==> src/rtl/rr_arb8_if.sv <==
// Request/grant bundle between the requesters and the round-robin arbiter.
// The arbiter takes the slave side; the master side drives req and observes the grant.
interface rr_arb8_if #(
    parameter int NREQ = 8
);
    logic [NREQ-1:0] req;
    logic [NREQ-1:0] gnt;
    logic [3:0]      gnt_code;
    logic            busy;
    logic            timeout;

    modport master (
        output req,
        input  gnt,
        input  gnt_code,
        input  busy,
        input  timeout
    );

    modport slave (
        input  req,
        output gnt,
        output gnt_code,
        output busy,
        output timeout
    );
endinterface

==> src/rtl/rr_arb8.sv <==
// Round-robin arbiter for 8 requesters in front of a shared datapath.
// The owner keeps the resource while it requests, up to MAX_HOLD cycles, then one turnaround cycle.
module rr_arb8 #(
    parameter int NREQ     = 8,
    parameter int MAX_HOLD = 16,
    parameter int CW       = 5
) (
    input  logic       clk,
    input  logic       rst,
    rr_arb8_if.slave   bus
);
    localparam logic [1:0]    S_IDLE   = 2'd0;
    localparam logic [1:0]    S_GRANT  = 2'd1;
    localparam logic [1:0]    S_GAP    = 2'd2;
    localparam logic [CW-1:0] HOLD_LIM = CW'(MAX_HOLD);
    localparam bit            HOLD_EN  = (MAX_HOLD != 0);

    logic [1:0]      r_state;
    logic [2:0]      r_ptr;
    logic [2:0]      r_owner;
    logic [CW-1:0]   r_cnt;
    logic [NREQ-1:0] r_gnt;
    logic [3:0]      r_code;
    logic            r_busy;
    logic            r_timeout;

    logic [2:0]      w_win;
    logic            w_any;
    logic [CW-1:0]   w_cnt_inc;

    // Scan from the highest offset down so the lowest offset from r_ptr wins.
    always_comb begin
        w_win = r_ptr;
        w_any = |bus.req;
        for (int k = NREQ - 1; k >= 0; k--) begin
            if (bus.req[r_ptr + 3'(k)]) w_win = r_ptr + 3'(k);
        end
    end

    // Without a hold limit the counter must not wrap back to a small value.
    always_comb begin
        w_cnt_inc = r_cnt + CW'(1);
        if (!HOLD_EN && (r_cnt == '1)) w_cnt_inc = r_cnt;
    end

    always_ff @(posedge clk) begin
        if (rst) begin
            r_state   <= S_IDLE;
            r_ptr     <= 3'd0;
            r_owner   <= 3'd0;
            r_cnt     <= '0;
            r_gnt     <= '0;
            r_code    <= 4'b0000;
            r_busy    <= 1'b0;
            r_timeout <= 1'b0;
        end else begin
            r_timeout <= 1'b0;
            case (r_state)
                S_IDLE: begin
                    if (w_any) begin
                        r_gnt   <= NREQ'(1) << w_win;
                        r_code  <= {1'b1, w_win};
                        r_busy  <= 1'b1;
                        r_owner <= w_win;
                        r_ptr   <= w_win + 3'd1;
                        r_cnt   <= CW'(1);
                        r_state <= S_GRANT;
                    end
                end
                S_GRANT: begin
                    if (!bus.req[r_owner]) begin
                        r_gnt   <= '0;
                        r_code  <= 4'b0000;
                        r_busy  <= 1'b0;
                        r_state <= S_GAP;
                    end else if (HOLD_EN && (r_cnt == HOLD_LIM)) begin
                        r_gnt     <= '0;
                        r_code    <= 4'b0000;
                        r_busy    <= 1'b0;
                        r_timeout <= 1'b1;
                        r_state   <= S_GAP;
                    end else begin
                        r_cnt <= w_cnt_inc;
                    end
                end
                S_GAP: begin
                    r_state <= S_IDLE;
                end
                default: begin
                    r_gnt   <= '0;
                    r_code  <= 4'b0000;
                    r_busy  <= 1'b0;
                    r_state <= S_IDLE;
                end
            endcase
        end
    end

    assign bus.gnt      = r_gnt;
    assign bus.gnt_code = r_code;
    assign bus.busy     = r_busy;
    assign bus.timeout  = r_timeout;
endmodule

==> src/flat_wrapper.sv <==
// flat-port wrapper written by rule: the top's interface ports become plain ports
module rr_arb8_flat 
#(
    parameter int NREQ     = 8,
    parameter int MAX_HOLD = 16,
    parameter int CW       = 5
)
  (clk, rst, bus_req, bus_gnt, bus_gnt_code, bus_busy, bus_timeout);
  rr_arb8_if #(.NREQ(NREQ)) bus_i ();
  input  logic clk;
  input  logic rst;
  input wire logic [$bits(bus_i.req)-1:0] bus_req;
  output wire logic [$bits(bus_i.gnt)-1:0] bus_gnt;
  output wire logic [$bits(bus_i.gnt_code)-1:0] bus_gnt_code;
  output wire logic [$bits(bus_i.busy)-1:0] bus_busy;
  output wire logic [$bits(bus_i.timeout)-1:0] bus_timeout;
  assign bus_i.req = bus_req;
  assign bus_gnt = bus_i.gnt;
  assign bus_gnt_code = bus_i.gnt_code;
  assign bus_busy = bus_i.busy;
  assign bus_timeout = bus_i.timeout;
  rr_arb8 #(.NREQ(NREQ), .MAX_HOLD(MAX_HOLD), .CW(CW)) u_core (.clk(clk), .rst(rst), .bus(bus_i));
endmodule
==> config.mk <==
export PLATFORM = sky130hd
export DESIGN_NAME = rr_arb8_flat
export DESIGN_NICKNAME = d
export VERILOG_FILES = /design/src/rtl/rr_arb8_if.sv /design/src/rtl/rr_arb8.sv /design/src/flat_wrapper.sv
export SDC_FILE = /design/constraint.sdc
export NUM_CORES = 1
export LEC_CHECK = 0
export BUFFER_PORTS_ARGS = -buffer_cell sky130_fd_sc_hd__buf_2
export CAP_MARGIN = 20
export CORE_MARGIN = 1
export CORE_UTILIZATION = 54
export CTS_BUF_LIST = sky130_fd_sc_hd__clkbuf_8
export CTS_CLUSTER_DIAMETER = 30
export DETAILED_ROUTE_END_ITERATION = 10
export PLACE_DENSITY_LB_ADDON = 0.25
export SLEW_MARGIN = 10
export SYNTH_ARGS = -nofsm -noshare
export SYNTH_HDL_FRONTEND = slang
export SYNTH_SLANG_ARGS = --single-unit
==> constraint.sdc <==
create_clock -name clk -period 4.05 [get_ports clk]
set_input_delay 0.81 -clock clk [delete_from_list [all_inputs] [get_ports clk]]
set_output_delay 0.81 -clock clk [all_outputs]
set_load 0.01 [all_outputs]
* Word-level counts from Yosys, hierarchy flattened
Index checks and enable logic that the tools add are counted.
** Operators by class
- Equality and inequality tests :: 7
- Reduce and logical (&&, ||, !) cells :: 8
- Bitwise logic cells :: 3
- Add/sub/neg operators :: 9
- Multiplexer cells :: 47
- Magnitude comparators :: 9
- Shift-type cells :: 1
** Operators by type and width (number)
- < comparator 3 x 4 -> 1 bit, second input constant :: 9
- binary-select mux 1 bit (select 3 bit) :: 9
- 2-to-1 mux 3 bit :: 8
- 2-to-1 mux 8 bit :: 3
- case mux 8 bit (3 select lines) :: 1
- 2-to-1 mux 5 bit :: 3
- 2-to-1 mux 1 bit :: 13
- adder 3 bit, second input constant :: 4
- 2-to-1 mux 4 bit :: 3
- case mux 4 bit (3 select lines) :: 1
- case mux 5 bit (2 select lines) :: 1
- OR reduction 8 bit :: 1
- left shift 1 x 3 -> 8 bit, first input constant :: 1
- adder 3 x 1 -> 3 bit, second input constant :: 2
- adder 3 x 2 -> 3 bit, second input constant :: 2
- 2-to-1 mux 2 bit :: 3
- adder 5 x 1 -> 5 bit, second input constant :: 1
- == test 5 bit, second input constant :: 1
- inequality test 2 x 1 -> 1 bit, second input constant :: 2
- case mux 2 bit (2 select lines) :: 1
- AND reduction 2 bit :: 2
- AND reduction 4 bit :: 1
- inequality test 3 bit, second input constant :: 1
- NOT 1 bit :: 3
- 8 further kinds :: 8
** Word-level totals
- Output and inout port bits :: 14
- Input port bits :: 10
- Word-level logic and storage cells :: 92
- Register bits :: 27

* Longest topological paths before layout
Gate-level depths: netlist (run 1).
- Depth after elaboration :: 14
- Mapped depth :: 16
- Depth with buffers taken out :: 12

* Worst setup path after synthesis (run 1)
OpenSTA, ideal clock, no wires.
- Path kind :: reg-to-reg
- Start point :: register u_core.r_ptr[1]
- End point :: register u_core.r_ptr[2]
- Path slack :: 446 ps
- Library setup time :: 128 ps
- Arrival time :: 3476 ps
- Clock period less this slack :: 3604 ps
- Stages on the path, launching flop included :: 17
- Data required time :: 3922 ps
- Buffers on the path :: 4
- Path through :: dfxtp_1 > buf_2 > buf_4 > clkbuf_1 > inv_1 > ha_1 > buf_4 > mux4_2 > mux2_4 > o21bai_1 > a221o_1 > a21oi_2 > nor2_1 > nor2_1 > ha_1 > mux2i_1 > nor2_1
** Between the ends
- Word-level cells in the longest chain between the ends :: 12
- Elaborated cells between the ends (all ways) :: 32
- Those cells by class :: add/sub: 8; mux: 24
** Ends and longest elaborated chain
- from (decl) :: RTL line rr_arb8.sv:19 : logic [2:0] r_ptr;
- from (signal assigned) :: RTL line rr_arb8.sv:65 : r_ptr <= w_win + 3'd1;
- adder 3 bit :: RTL line rr_arb8.sv:36 : if (bus.req[r_ptr + 3'(k)]) w_win = r_ptr + 3'(k);
- binary-select mux 1 bit (select 3 bit) :: RTL line rr_arb8.sv:36
- 2-to-1 mux 1 bit (not written as such) :: RTL line rr_arb8.sv:36
- 2-to-1 mux 3 bit (7 in series) :: RTL line rr_arb8.sv:36
- 2-to-1 mux 3 bit (*) :: RTL line rr_arb8.sv:36
- adder 3 x 1 -> 3 bit (*) :: RTL line rr_arb8.sv:65
Mark *: on every way between the ends. The rest lies on a longest branch, timed or not. The select of a mux whose other input is x is not followed.
A chain may end at the register's enable or synchronous reset.

* Final worst setup path (run 1)
- Start point :: register u_core.r_ptr[0]
- End point :: register u_core.r_ptr[2]
The elaborated chain is that of the path after synthesis.

==> impl_metrics.env, run 1 <==
export IMPL_status="completed"
export IMPL_first_iter_violations=121
export IMPL_worst_r2r_path_depth=11
export IMPL_max_cap_viol_count=0
export IMPL_number_of_max_slew_violations_in_the_final_report=0
export IMPL_critical_path_startpoint="u_core.r_ptr[0]$_SDFFE_PP0P_"
export IMPL_total_leakage_power_nw=0.918
export IMPL_dp_cells=291
export IMPL_max_root_sink_buffers=2
export IMPL_worstPathMaxFanout=13
export IMPL_synth_top_family_by_area="multiplexers"
export IMPL_period_utilization_post_route=0.864
export IMPL_grt_start_max_net_pins=25
export IMPL_critical_path_cell_chain="clkinv_1 -> ha_1 -> mux4_2 -> mux2_2 -> a221oi_1 -> nor3_1 -> nor2_1 -> nor2_1 -> ha_1 -> mux2i_1 -> nor2_1"
export IMPL_p_per_area_nw_per_um2=895
export IMPL_timing_critical_path_to="u_core.r_ptr[2]$_SDFFE_PP0P_"
export IMPL_gp_routability_congestion=0.860
export IMPL_vdd_ir_drop_max_mv=0.345
export IMPL_htreeDepth=1
export IMPL_timing_critical_path_required_ns=4.21
export IMPL_grt_first_pass_wirelength_mm=8.16
export IMPL_post_synth_xor_area_fraction=0.0275
export IMPL_insertedDiodeCount=0
export IMPL_design_final_nets=263
export IMPL_clock_sinks=26
export IMPL_drc=0
export IMPL_fmax_mhz=286
export IMPL_dr_total_vias=1841
export IMPL_crit_path_top_delay_cell="sky130_fd_sc_hd__ha_1"
export IMPL_yosys_top_cells_count="sky130_fd_sc_hd__dfxtp_1 (26), sky130_fd_sc_hd__nand2_1 (18), sky130_fd_sc_hd__nor2_1 (15)"
export IMPL_synth_largest_area_cell="sky130_fd_sc_hd__dfxtp_1"
export IMPL_dieWidth_um=65.6
export IMPL_initial_core_util=0.579
export IMPL_post_cts_repair_setup_buffers=0
export IMPL_areaGrowthSynthToFinish_pct=7.51
export IMPL_async_flop_share=0
export IMPL_wire_per_inst_um=16.2
export IMPL_cts_root_buffer="sky130_fd_sc_hd__clkbuf_8"
export IMPL_synth_compound_area_frac=0.193
export IMPL_arrival_ns=3.66
export IMPL_buffer_ports_inserted=23
export IMPL_netlist_cell_type_count=59
export IMPL_synthMuxAreaShare=0.267
export IMPL_layout_cells_excl_fill=295
export IMPL_ys_dominant_reg_cell="sky130_fd_sc_hd__dfxtp_1"
export IMPL_max_slew_margin_rel=0.588
export IMPL_synth_area_per_cell_um2=9.25
export IMPL_cts_buffers=3
export IMPL_critical_path_max_stage_delay_ns=0.63
export IMPL_hpwlAfterDp_mm=3.57
export IMPL_worst_clock_skew_ns=0.00626
export IMPL_top_level_ports=24
export IMPL_wl_mm=4.78
export IMPL_r2r_start="u_core.r_ptr[0]$_SDFFE_PP0P_"
export IMPL_timing_rr_end="u_core.r_ptr[2]$_SDFFE_PP0P_"
export IMPL_syn_instance_count=236
export IMPL_grt_antenna_before_repair=0
export IMPL_setup_violations_final=0
export IMPL_seq_total_area_yosys=0.239
export IMPL_synthMostInstantiatedCell="sky130_fd_sc_hd__dfxtp_1"
export IMPL_synth_top_cells_by_area="sky130_fd_sc_hd__dfxtp_1 (24%), sky130_fd_sc_hd__mux4_1 (9.6%), sky130_fd_sc_hd__mux4_2 (7.2%)"
export IMPL_rows=22
export IMPL_synthesized_netlist_net_count=251
export IMPL_detail_route_first_pass_iterations=4
export IMPL_post_drt_via_cell_ratio=6.24
export IMPL_worst_pin_slew_ns=0.612
export IMPL_endpoint_kind="flip-flop"
export IMPL_grt_setup_unrepaired="false"
export IMPL_worst_setup_hold_path_clk_slew_ns=0.09
export IMPL_layout_drive_gt1_share=0.223
export IMPL_worst_hold_path_type="reg -> reg"
export IMPL_route_antenna_remaining_nets=0
export IMPL_die_area_um2=4300
export IMPL_regToRegSetupSlack_ns=0.55
export IMPL_cts_hold_buf=0
export IMPL_cts_resized_gates=0
export IMPL_number_of_global_route_vias_before_repair=1704
export IMPL_crit_top_cell="sky130_fd_sc_hd__nor2_1"
export IMPL_worst_path_setup_slack_after_routing_ns=0.549
export IMPL_worstSetupPathType="reg -> reg"
export IMPL_worst_skew_pair_late_latency_ns=0.27
export IMPL_post_synthesis_share_of_cell_area_spent_on_and_or_nand_and_nor_gates=0.177
export IMPL_post_synth_fa_ha_maj_area_fraction=0.0287
export IMPL_post_synth_instance_area_um2=2180
export IMPL_post_place_ws_ns=0.593
export IMPL_timing_final_hold_violations=0
export IMPL_period_minus_slack_ns=3.50
export IMPL_synth_edff_count=0
export IMPL_std_cell_core_area_um2=3770
export IMPL_grt_overflow=0
export IMPL_chipHeight_um=65.6
export IMPL_sum_of_negative_setup_slack_ns=0
export IMPL_synth_warnings=0
export IMPL_synth_seq_cells=26
export IMPL_grtUsageTotal=0.249
export IMPL_critical_path_startpoint_type="flip-flop"
export IMPL_tritoncts_clock_tree="yes"
export IMPL_synth_top_cell_area_share=0.239
## cells in the final DEF, fill, tap and decap left out, drive strengths merged, types with 3 or more instances in the layout
master,synthesis,routed
nand3,4,4
clkbuf,11,4
dfxtp,26,26
xor2,4,4
ha,5,5
nor4,4,4
nand2b,5,5
buf,10,28
mux2,6,6
nor2b,4,4
or2,3,3
a32o,4,4
nor3,9,9
a21oi,10,10
o21ai,10,10
mux4,15,15
mux2i,13,13
nand2,18,18
and2,4,4
inv,11,11
a211oi,5,5
nor2,15,15
## sequential cells by signal, indices dropped and copies added (netlist names)
signal               flops
u_core.r_ptr             3
u_core.r_cnt             5
u_core.bus.gnt_code      3
u_core.r_state           2
u_core.bus.timeout       1
u_core.r_owner           3
u_core.bus.gnt           8
u_core.bus.busy          1
## per-layer routing
metal	vias up	global-route usage	wire length (um)	share of wire
met5	-	0	0	0
met4	0	0.0815	62	0.013
met3	6	0.0417	237	0.050
li1	917	-	-	-
met2	51	0.379	2180	0.46
met1	867	0.356	2300	0.48
## kinds of logic after synthesis
logic type,Yosys count
DFF,26
muxes,34
buffers and inverters,33
xor gates and xnor gates,6
adders and majority gates,5
and+or+nand+nor,75
AOI/OAI and AO/OA,57
## power breakdown
group          internal (W)  switching, W
registers          0.000324     0.0000475
logic              0.000690      0.000869
clock network     0.0000870     0.0000823
## worst max-delay path: cells and delay by family, from the launching register on
kind,cells,cell delay [ns]
compound gates,1,0.44
fa+ha+maj,2,0.91
buf+inv,1,0.08
flops,1,0.34
mux,3,1.08
simple gates,4,0.53
## stage by stage
step                      hold slack (ns)  power, W  cell area (um^2)   util
final                               0.460   0.00210              2350  0.622
after global routing                0.489   0.00229              2350  0.622
after CTS                           0.465   0.00210              2350  0.622
after detailed placement            0.453   0.00192              2290  0.607
after global placement              0.435   0.00191              2290  0.607
after floorplan                     0.477   0.00164              2180      -
## cell type report
class | count | area [um^2]
clock buffers | 4 | 55.1
well taps | 48 | 60.1
flip-flops and latches | 26 | 520
inverters | 12 | 45.0
fillers | 329 | 1430
repair buffers | 28 | 153
multi-input cells | 177 | 1510
## worst min path at each step
stage                                              startpoint                                  end  cells after the start
final                     u_core.bus.gnt_code[0]$_SDFFE_PP0P_  u_core.bus.gnt_code[0]$_SDFFE_PP0P_                      2
after global routing      u_core.bus.gnt_code[0]$_SDFFE_PP0P_  u_core.bus.gnt_code[0]$_SDFFE_PP0P_                      2
after CTS                 u_core.bus.gnt_code[0]$_SDFFE_PP0P_  u_core.bus.gnt_code[0]$_SDFFE_PP0P_                      2
after detailed placement  u_core.bus.gnt_code[0]$_SDFFE_PP0P_  u_core.bus.gnt_code[0]$_SDFFE_PP0P_                      2
after global placement         u_core.bus.gnt[2]$_SDFFE_PP0P_       u_core.bus.gnt[2]$_SDFFE_PP0P_                      2
after floorplan                u_core.r_owner[1]$_SDFFE_PP0P_       u_core.r_owner[1]$_SDFFE_PP0P_                      2
Note: power is estimated with default switching activity, not from simulation.
==> run 2, diff against run 1 <==
--- a/config.mk
+++ b/config.mk
@@ -12,7 +12,8 @@
 export CTS_BUF_LIST = sky130_fd_sc_hd__clkbuf_8
 export CTS_CLUSTER_DIAMETER = 30
 export DETAILED_ROUTE_END_ITERATION = 10
-export PLACE_DENSITY_LB_ADDON = 0.25
+export HOLD_SLACK_MARGIN = 0.08
+export PLACE_DENSITY = 0.84
 export SLEW_MARGIN = 10
 export SYNTH_ARGS = -nofsm -noshare
 export SYNTH_HDL_FRONTEND = slang
==> run 2 against run 1 <==
Compared with the run above:
- sequential power hardly changed
- via count grew 3.5%
- sequential cell count is the same
- combinational power is essentially flat
- critical endpoint unchanged
- largest cell class unchanged
==> impl_metrics.env, run 2 (synthesis results as in run 1) <==
export IMPL_route_antenna_remaining_nets=0
export IMPL_hpwlAfterDp_mm=3.48
export IMPL_placedInstanceArea_um2=2280
export IMPL_rows=22
export IMPL_crit_path_top_delay_cell="sky130_fd_sc_hd__ha_1"
export IMPL_critical_path_cell_chain="clkinv_1 -> ha_1 -> mux4_2 -> mux2_2 -> a221oi_1 -> nor3_1 -> nor2_1 -> nor2_1 -> ha_1 -> mux2i_1 -> nor2_1"
export IMPL_layout_drive_gt1_share=0.220
export IMPL_areaGrowthSynthToFinish_pct=7.17
export IMPL_die_area_um2=4300
export IMPL_setup_violations_final=0
export IMPL_clock_sinks=26
export IMPL_detail_route_first_pass_iterations=4
export IMPL_final_util=0.620
export IMPL_htreeDepth=1
export IMPL_dr_total_vias=1906
export IMPL_path_delay_family="multiplexers"
export IMPL_first_iter_violations=73
export IMPL_worst_path_setup_slack_after_routing_ns=0.367
export IMPL_power_net_switching_w=0.00102
export IMPL_largest_reg_flops=8
export IMPL_worst_path_buf_inv=1
export IMPL_grt_antenna_before_repair=0
export IMPL_period_minus_slack_ns=3.68
export IMPL_dieWidth_um=65.6
export IMPL_fmax_mhz=272
export IMPL_design_final_nets=262
export IMPL_grt_first_pass_wirelength_mm=8.14
export IMPL_insertedDiodeCount=0
export IMPL_switching_share=0.481
export IMPL_buffer_ports_inserted=23
export IMPL_worst_clock_skew_ns=0.00150
export IMPL_cts_resized_gates=0
export IMPL_crit_top_cell="sky130_fd_sc_hd__nor2_1"
export IMPL_gp_routability_congestion=0.912
export IMPL_initial_core_util=0.579
export IMPL_period_utilization_post_route=0.909
export IMPL_worstSetupPathType="reg -> reg"
export IMPL_number_of_global_route_vias_before_repair=1750
export IMPL_power_combinational_fraction=0.745
export IMPL_status="completed"
export IMPL_chipHeight_um=65.6
export IMPL_grt_overflow=0
export IMPL_worst_pin_slew_ns=0.663
export IMPL_timing_critical_path_required_ns=4.21
export IMPL_share_seq_of_total_power=0.176
export IMPL_grtUsageTotal=0.246
export IMPL_critical_path_startpoint_type="flip-flop"
export IMPL_p_per_area_nw_per_um2=903
export IMPL_max_slew_margin_rel=0.554
export IMPL_wl_mm=4.83
export IMPL_timing_final_hold_violations=0
export IMPL_grt_setup_unrepaired="false"
export IMPL_wire_per_inst_um=16.4
export IMPL_top_level_ports=24
export IMPL_grt_start_max_net_pins=25
export IMPL_arrival_ns=3.84
export IMPL_most_common_layout_cells="sky130_fd_sc_hd__dfxtp_1 (26), sky130_fd_sc_hd__buf_2 (23), sky130_fd_sc_hd__nand2_1 (18), sky130_fd_sc_hd__nor2_1 (15), sky130_fd_sc_hd__mux2i_1 (12)"
export IMPL_design_area_um2=2340
export IMPL_worst_skew_pair_late_latency_ns=0.27
export IMPL_commonest_non_fill_non_tap_cell_in_the_layout="sky130_fd_sc_hd__dfxtp_1"
export IMPL_design_power_total_w=0.00211
export IMPL_endpoint_kind="flip-flop"
export IMPL_clockPowerShare=0.079
export IMPL_critical_path_max_stage_delay_ns=0.68
export IMPL_drc=0
export IMPL_post_place_ws_ns=0.432
export IMPL_vdd_ir_drop_max_mv=0.365
export IMPL_worst_setup_hold_path_clk_slew_ns=0.09
export IMPL_post_cts_repair_setup_buffers=0
export IMPL_total_leakage_power_nw=0.913
export IMPL_post_drt_via_cell_ratio=6.48
export IMPL_max_root_sink_buffers=2
export IMPL_max_cap_viol_count=0
export IMPL_worst_hold_path_type="reg -> reg"
export IMPL_power_internal_w=0.00110
export IMPL_sum_of_negative_setup_slack_ns=0
export IMPL_worstPathMaxFanout=13
export IMPL_std_cell_core_area_um2=3770
export IMPL_cts_buffers=3
export IMPL_cts_root_buffer="sky130_fd_sc_hd__clkbuf_8"
export IMPL_tritoncts_clock_tree="yes"
export IMPL_cts_hold_buf=0
export IMPL_number_of_max_slew_violations_in_the_final_report=0
## run 2: cell count changes in the layout (fill, tap and decap cells not counted)
cell,previous run,this run
sky130_fd_sc_hd__buf_4,5,4
## run 2: worst paths after layout
path                                  start                              to  slack [ns]  depth (start not counted)
min reg2reg  u_core.bus.gnt[2]$_SDFFE_PP0P_  u_core.bus.gnt[2]$_SDFFE_PP0P_        0.46                          2
max            u_core.r_ptr[0]$_SDFFE_PP0P_    u_core.r_ptr[2]$_SDFFE_PP0P_        0.37                         11
min          u_core.bus.gnt[2]$_SDFFE_PP0P_  u_core.bus.gnt[2]$_SDFFE_PP0P_        0.46                          2
max reg2reg    u_core.r_ptr[0]$_SDFFE_PP0P_    u_core.r_ptr[2]$_SDFFE_PP0P_        0.37                         11
## run 2: routing by layer
| layer | part of all wire | global-route usage | vias up |
|---|---|---|---|
| met1 | 0.44 | 0.343 | 882 |
| met3 | 0.074 | 0.0538 | 18 |
| met2 | 0.45 | 0.363 | 91 |
| li1 | - | - | 915 |
| met5 | 0 | 0 | - |
| met4 | 0.040 | 0.103 | 0 |
## run 2: layout make-up
cell class	instances	area, um^2
Inverter	12	45.0
Tap cell	48	60.1
Multi-Input combinational cell	177	1510
Timing Repair Buffer	27	145
Fill cell	304	1430
Sequential cell	26	520
Clock buffer	4	55.1
## run 2: power groups by stage
stage | registers, W | logic [W] | clock network, W
after floorplan | 0.000379 | 0.00126 | 0
after global placement | 0.000377 | 0.00150 | 0
after detailed placement | 0.000378 | 0.00153 | 0
after CTS | 0.000373 | 0.00155 | 0.000170
after global routing | 0.000381 | 0.00172 | 0.000179
final | 0.000372 | 0.00157 | 0.000166
## run 2: worst register-to-register path: stages (launching register included)
cell	delay, ns
sky130_fd_sc_hd__dfxtp_1	0.34
sky130_fd_sc_hd__clkinv_1	0.21
sky130_fd_sc_hd__ha_1	0.68
sky130_fd_sc_hd__mux4_2	0.61
sky130_fd_sc_hd__mux2_2	0.32
sky130_fd_sc_hd__a221oi_1	0.44
sky130_fd_sc_hd__nor3_1	0.18
sky130_fd_sc_hd__nor2_1	0.24
sky130_fd_sc_hd__nor2_1	0.09
sky130_fd_sc_hd__ha_1	0.28
sky130_fd_sc_hd__mux2i_1	0.13
sky130_fd_sc_hd__nor2_1	0.05
## run 2: stage by stage
step / hold WS, ns / instances
after floorplan: 0.477 / 236
after global placement: 0.433 / 290
after detailed placement: 0.448 / 290
after CTS: 0.468 / 294
after global routing: 0.486 / 294
final: 0.456 / 294
